<file path="src/rtl/bpu_pkg.sv">
// Shared decode constants, counter encodings and immediate helpers for the
// pre-IF branch predictor.
package bpu_pkg;

    localparam logic [6:0] OP_BRANCH = 7'b1100011;
    localparam logic [6:0] OP_JAL    = 7'b1101111;
    localparam logic [6:0] OP_JALR   = 7'b1100111;

    typedef enum logic [1:0] {
        SNT = 2'd0,
        WNT = 2'd1,
        WT  = 2'd2,
        ST  = 2'd3
    } ctr_e;

    function automatic logic [31:0] bimm(input logic [31:0] instr);
        return {{19{instr[31]}}, instr[31], instr[7], instr[30:25], instr[11:8], 1'b0};
    endfunction

    function automatic logic [31:0] jimm(input logic [31:0] instr);
        return {{11{instr[31]}}, instr[31], instr[19:12], instr[20], instr[30:21], 1'b0};
    endfunction

    function automatic logic is_link(input logic [4:0] r);
        return (r == 5'd1) || (r == 5'd5);
    endfunction

endpackage

</file>
<file path="src/rtl/bpu_ras.sv">
// Circular return-address stack: pushes past capacity overwrite the oldest
// entry, pops on empty are ignored, flush empties it.
module bpu_ras #(
    parameter int unsigned XLEN      = 32,
    parameter int unsigned RAS_DEPTH = 4
) (
    input  logic            clk,
    input  logic            rst,
    input  logic            push,
    input  logic            pop,
    input  logic            flush,
    input  logic [XLEN-1:0] push_data,
    output logic [XLEN-1:0] top,
    output logic            empty
);

    localparam int unsigned PTR_W = $clog2(RAS_DEPTH);
    localparam int unsigned CNT_W = PTR_W + 1;

    logic [XLEN-1:0]  stack [RAS_DEPTH];
    logic [PTR_W-1:0] ptr;
    logic [CNT_W-1:0] count;

    assign top   = stack[ptr];
    assign empty = (count == '0);

    always_ff @(posedge clk) begin
        if (rst) begin
            ptr   <= '0;
            count <= '0;
        end else if (flush) begin
            count <= '0;
        end else if (push && pop && count != '0) begin
            // Return-and-call: replace the top in place.
            stack[ptr] <= push_data;
        end else if (push) begin
            ptr                       <= ptr + PTR_W'(1);
            stack[ptr + PTR_W'(1)]    <= push_data;
            if (count != CNT_W'(RAS_DEPTH)) begin
                count <= count + CNT_W'(1);
            end
        end else if (pop && count != '0) begin
            ptr   <= ptr - PTR_W'(1);
            count <= count - CNT_W'(1);
        end
    end

endmodule

</file>
<file path="src/rtl/bpu_pre_if.sv">
// Pre-fetch next-PC predictor: BHT of 2-bit counters for conditional
// branches, direct JAL targets, and a RAS for returns.
module bpu_pre_if
    import bpu_pkg::*;
#(
    parameter int unsigned XLEN      = 32,
    parameter int unsigned BHT_DEPTH = 64,
    parameter int unsigned RAS_DEPTH = 4
) (
    input  logic            clk,
    input  logic            rst,
    input  logic            if_valid,
    input  logic [31:0]     instr,
    input  logic [XLEN-1:0] pc,
    output logic [XLEN-1:0] pre_pc,
    output logic            pre_taken,
    input  logic            upd_valid,
    input  logic [XLEN-1:0] upd_pc,
    input  logic            upd_taken,
    input  logic            ras_flush
);

    localparam int unsigned IDX_W = $clog2(BHT_DEPTH);

    logic [1:0]       bht [BHT_DEPTH];
    logic [IDX_W-1:0] rd_idx;
    logic [IDX_W-1:0] wr_idx;

    logic [6:0]      opcode;
    logic [4:0]      rd;
    logic [4:0]      rs1;
    logic            is_branch;
    logic            is_jal;
    logic            is_jalr;
    logic            rd_link;
    logic            rs1_link;
    logic            ras_push;
    logic            ras_pop;
    logic [XLEN-1:0] pc_plus4;
    logic [XLEN-1:0] b_target;
    logic [XLEN-1:0] j_target;
    logic [XLEN-1:0] ras_top;
    logic            ras_empty;

    assign opcode    = instr[6:0];
    assign rd        = instr[11:7];
    assign rs1       = instr[19:15];
    assign is_branch = (opcode == OP_BRANCH);
    assign is_jal    = (opcode == OP_JAL);
    assign is_jalr   = (opcode == OP_JALR);
    assign rd_link   = is_link(rd);
    assign rs1_link  = is_link(rs1);

    // rd == rs1 with both linking is a plain call (push only), never a pop.
    assign ras_pop  = is_jalr && rs1_link && !(rd_link && rd == rs1);
    assign ras_push = (is_jal || is_jalr) && rd_link;

    assign pc_plus4 = pc + XLEN'(4);
    assign b_target = pc + XLEN'($signed(bimm(instr)));
    assign j_target = pc + XLEN'($signed(jimm(instr)));

    assign rd_idx = pc[IDX_W+1:2];
    assign wr_idx = upd_pc[IDX_W+1:2];

    logic unused_upd_pc;
    assign unused_upd_pc = ^{upd_pc[1:0], upd_pc[XLEN-1:IDX_W+2]};

    bpu_ras #(
        .XLEN      (XLEN),
        .RAS_DEPTH (RAS_DEPTH)
    ) u_ras (
        .clk       (clk),
        .rst       (rst),
        .push      (if_valid && ras_push),
        .pop       (if_valid && ras_pop),
        .flush     (ras_flush),
        .push_data (pc_plus4),
        .top       (ras_top),
        .empty     (ras_empty)
    );

    // JAL is a static target, so it is still predicted while in reset.
    always_comb begin
        pre_pc    = pc_plus4;
        pre_taken = 1'b0;
        if (is_jal) begin
            pre_pc    = j_target;
            pre_taken = 1'b1;
        end else if (!rst) begin
            if (is_branch && bht[rd_idx][1]) begin
                pre_pc    = b_target;
                pre_taken = 1'b1;
            end else if (is_jalr && ras_pop && !ras_empty) begin
                pre_pc    = ras_top;
                pre_taken = 1'b1;
            end
        end
    end

    always_ff @(posedge clk) begin
        if (rst) begin
            for (int i = 0; i < int'(BHT_DEPTH); i++) begin
                bht[i] <= WNT;
            end
        end else if (upd_valid) begin
            if (upd_taken && bht[wr_idx] != ST) begin
                bht[wr_idx] <= bht[wr_idx] + 2'd1;
            end else if (!upd_taken && bht[wr_idx] != SNT) begin
                bht[wr_idx] <= bht[wr_idx] - 2'd1;
            end
        end
    end

endmodule

</file>
<file path="config.mk">
export PLATFORM = sky130hd
export DESIGN_NAME = bpu_pre_if
export DESIGN_NICKNAME = d
export VERILOG_FILES = /design/src/rtl/bpu_pkg.sv /design/src/rtl/bpu_ras.sv /design/src/rtl/bpu_pre_if.sv
export SDC_FILE = /design/constraint.sdc
export NUM_CORES = 1
export LEC_CHECK = 0
export ABC_AREA = 1
export CAP_MARGIN = 5
export CORE_MARGIN = 2
export CORE_UTILIZATION = 35
export DETAILED_ROUTE_END_ITERATION = 8
export HOLD_SLACK_MARGIN = 0.1
export PLACE_DENSITY_LB_ADDON = 0.3
export SYNTH_ARGS = -nofsm -noshare
export SYNTH_HDL_FRONTEND = slang
export SYNTH_SLANG_ARGS = --single-unit
</file>
<file path="constraint.sdc">
create_clock -name clk -period 4.1 [get_ports clk]
set_input_delay 0.82 -clock clk [delete_from_list [all_inputs] [get_ports clk]]
set_output_delay 0.82 -clock clk [all_outputs]
set_load 0.02 [all_outputs]
</file>
==> results.yml <==
worst_setup_path:
  startpoint: "pc[5]"
  r2r_slack_ns: 1.48
  cp.arrival_ns: 3.24
  startpoint_type: "input port"
  critPathCaptureType: "primary output"
  cp_max_fo: 7
  required_ns: 3.28
  worstReg2RegEnd: "u_ras.stack[1][12]"
  rr_worst_depth: 9
  critPathKind: "in2out"
  rr_startpoint: "u_ras.count[0]"
clock_network:
  root_buffer: "clkbuf_16"
  cts_buffers: 29
  clkLatencyLatePin_ns: 0.57
  clkTransAtPathRegs_ns: 0.06
  cts-htree-levels: 1
  clk_path_buf_depth: 3
  cts_tree: "yes"
  cts.sinks: 263
detailed_routing:
  drtPass1Iterations: 5
  drc: 0
  wl_per_cell_um: 19.8
  drt_wl_total_um: 71400
  viasPerCell: 5.20
  drt_iter0_drc: 1504
  num_vias: 18798
  ant_nets: 0
pwr:
  clkPwrFrac: 0.361
  fin_total_pwr_mw: 7.66
  p_sw_mw: 2.24
  power_frac_comb: 0.250
  p_int_mw: 5.42
  p_sw_frac: 0.292
  power.share.sequential: 0.389
  p_leak_nw: 10.9
  power.density_nw_per_um2: 307
  ir_worst_vdd_mv: 0.362
global_routing:
  grt_max_degree: 97
  grt.total_usage: 0.262
  grt_pass1_wl_um: 106000
  gr-total-overflow: 0
  grt_pass1_vias: 18162
  antenna_found_initial: 4
sta:
  finalCritPeriodShare: 0.990
  hold_violations: 0
  max_freq_mhz: 246
  fin_crit_ns: 4.06
  drv_slew: 0
  relSlewSlack: 0.473
  finalSetupViolCount: 0
  hold_ws_ns: 0.529
  tightest_slew_ns: 0.791
  fin_skew_ns: 0.0238
yosys:
  synth_top_area_cell: "edfxtp_1"
  syn_avg_cell_area_um2: 7.43
  netlist_top_cells_area: "edfxtp_1 (42%), nand2_1 (15%), nand3_1 (6.6%)"
  synth.net_count: 2588
  synth_cell_types: 41
  ys_seq_area_frac: 0.432
  synth.cell_area_um2: 18100
  synth_cells: 2439
  ys_ff_latch: 263
  yosys_warnings: 0
  synth_edf_count: 256
  synth_ff_type: "edfxtp_1"
  synth_top_cell_area_share: 0.424
  async_reset_ff_frac: 0
min_path:
  min_from: "u_ras.ptr[1]"
  whs_path_depth: 2
  min_to: "u_ras.ptr[1]"
  hold_class: "reg2reg"
layout:
  finalNonFillerCells: 3614
  syn_to_final_growth_pct: 37.7
  layout_commonest_cell: "nand2_1"
  most-common-layout-cells: "nand2_1 (721), buf_4 (446), edfxtp_1 (256), nand3_1 (229), nor2_1 (219)"
  nets: 3060
  drive_above_1_share: 0.253
placement:
  gp_congestion: 1.01
  io_buffers: 108
  dp.cells: 3539
  hpwl_um: 54800
floorplan:
  die_area_um2: 53600
  chipWidth_um: 232
  rows: 83
  core_um2: 51200
  start_util: 0.354
  dieHeight_um: 232
  io_pins: 135
status:
  status: "complete, no violations"
flow_run:
  maxCapViolations: 0
critical path: stages:
cell	delay (ns)
dlygate4sd2_1	0.34
buf_4	0.23
nand2_1	0.11
buf_4	0.14
nor2_1	0.18
nand2_1	0.13
buf_4	0.16
nor2_1	0.14
xor2_1	0.35
nor2_1	0.08
nand2_1	0.09
nand2_1	0.06
nor2_2	0.19
buf_2	0.20
Yosys cell counts (12+ instances only):
cell      count
a21oi_1      94
nor3_1       30
o21ai_1      33
edfxtp_1    256
inv_1       214
ha_1         44
buf_6        12
xnor2_1      18
buf_2        38
nand2_1     744
nor2_1      248
o22ai_1      21
nand3_1     240
xor2_1       47
o21ai_0     147
nand4_1      91
clkbuf_1     70
kinds of logic after synthesis:
logic type                 count (synthesis)  synth area share
buffers and inverters                    356            0.0822
adders and majority gates                 47            0.0337
xor gates and xnor gates                  65            0.0314
DFF                                      263             0.432
and+or+nand+nor                         1386             0.326
AOI/OAI and AO/OA                        322            0.0950
metal layers:
layer / wire length [µm] / GRT usage / vias to the layer above / share of wire
li1: - / - / 9146 / -
met1: 29400 / 0.330 / 8865 / 0.41
met2: 34600 / 0.456 / 639 / 0.48
met3: 3920 / 0.0281 / 146 / 0.055
met4: 3570 / 0.109 / 2 / 0.050
met5: 13 / 0 / - / 0.00018
worst max path at each step:
stage	endpoint	slack, ns	cells after the start
after floorplan	u_ras.stack[0][0]	0.12	8
after global placement	pre_pc[25]	-1.01	16
after detailed placement	pre_pc[25]	-1.03	16
after CTS	pre_pc[21]	0.001	21
after global routing	pre_pc[22]	-0.02	17
final	pre_pc[17]	0.04	14
per-stage QoR:
stage	worst slack, ns	setup TNS [ns]	util	cell area, µm²
floorplan	0.120	0	-	18100
global placement	-1.01	-24.15	0.449	23000
detailed placement	-1.03	-24.49	0.449	23000
CTS	0.00137	0	0.480	24600
global route	-0.0246	-0.0421	0.487	24900
finish	0.0403	0	0.487	25000
flip-flops by register name, summed over array words and instances, names as in the netlist, named ones only:
name,cells
bht,128
u_ras.count,3
u_ras.ptr,2
u_ras.stack,128
what timing repair did:
action | in CTS | in global routing
pin swaps | 24 | 32
gates resized for setup | 277 | 129
cloned | 1 | 0
hold buffers | 0 | 0
endpoints found under the setup margin | 33 | 33
setup buffers | 11 | 9
power groups by stage:
stage / Combinational (mW) / Sequential (mW) / Clock (mW)
6_report: 1.91 / 2.98 / 2.77
5_1_grt: 2.06 / 2.99 / 2.90
4_1_cts: 1.84 / 2.98 / 2.80
3_5_place_dp: 1.77 / 3.04 / 0
3_3_place_gp: 1.77 / 3.04 / 0
2_1_floorplan: 0.858 / 3.04 / 0
layout make-up:
class / instances / area, µm²
clock buffers: 31 / 733
inverters: 228 / 861
multi-input cells: 1820 / 9800
fillers: 5078 / 26200
diodes: 2 / 5.00
flip-flops and latches: 263 / 7830
well taps: 680 / 851
clock inverters: 21 / 273
repair buffers: 569 / 4600
Note: power is estimated with default switching activity, not from simulation.
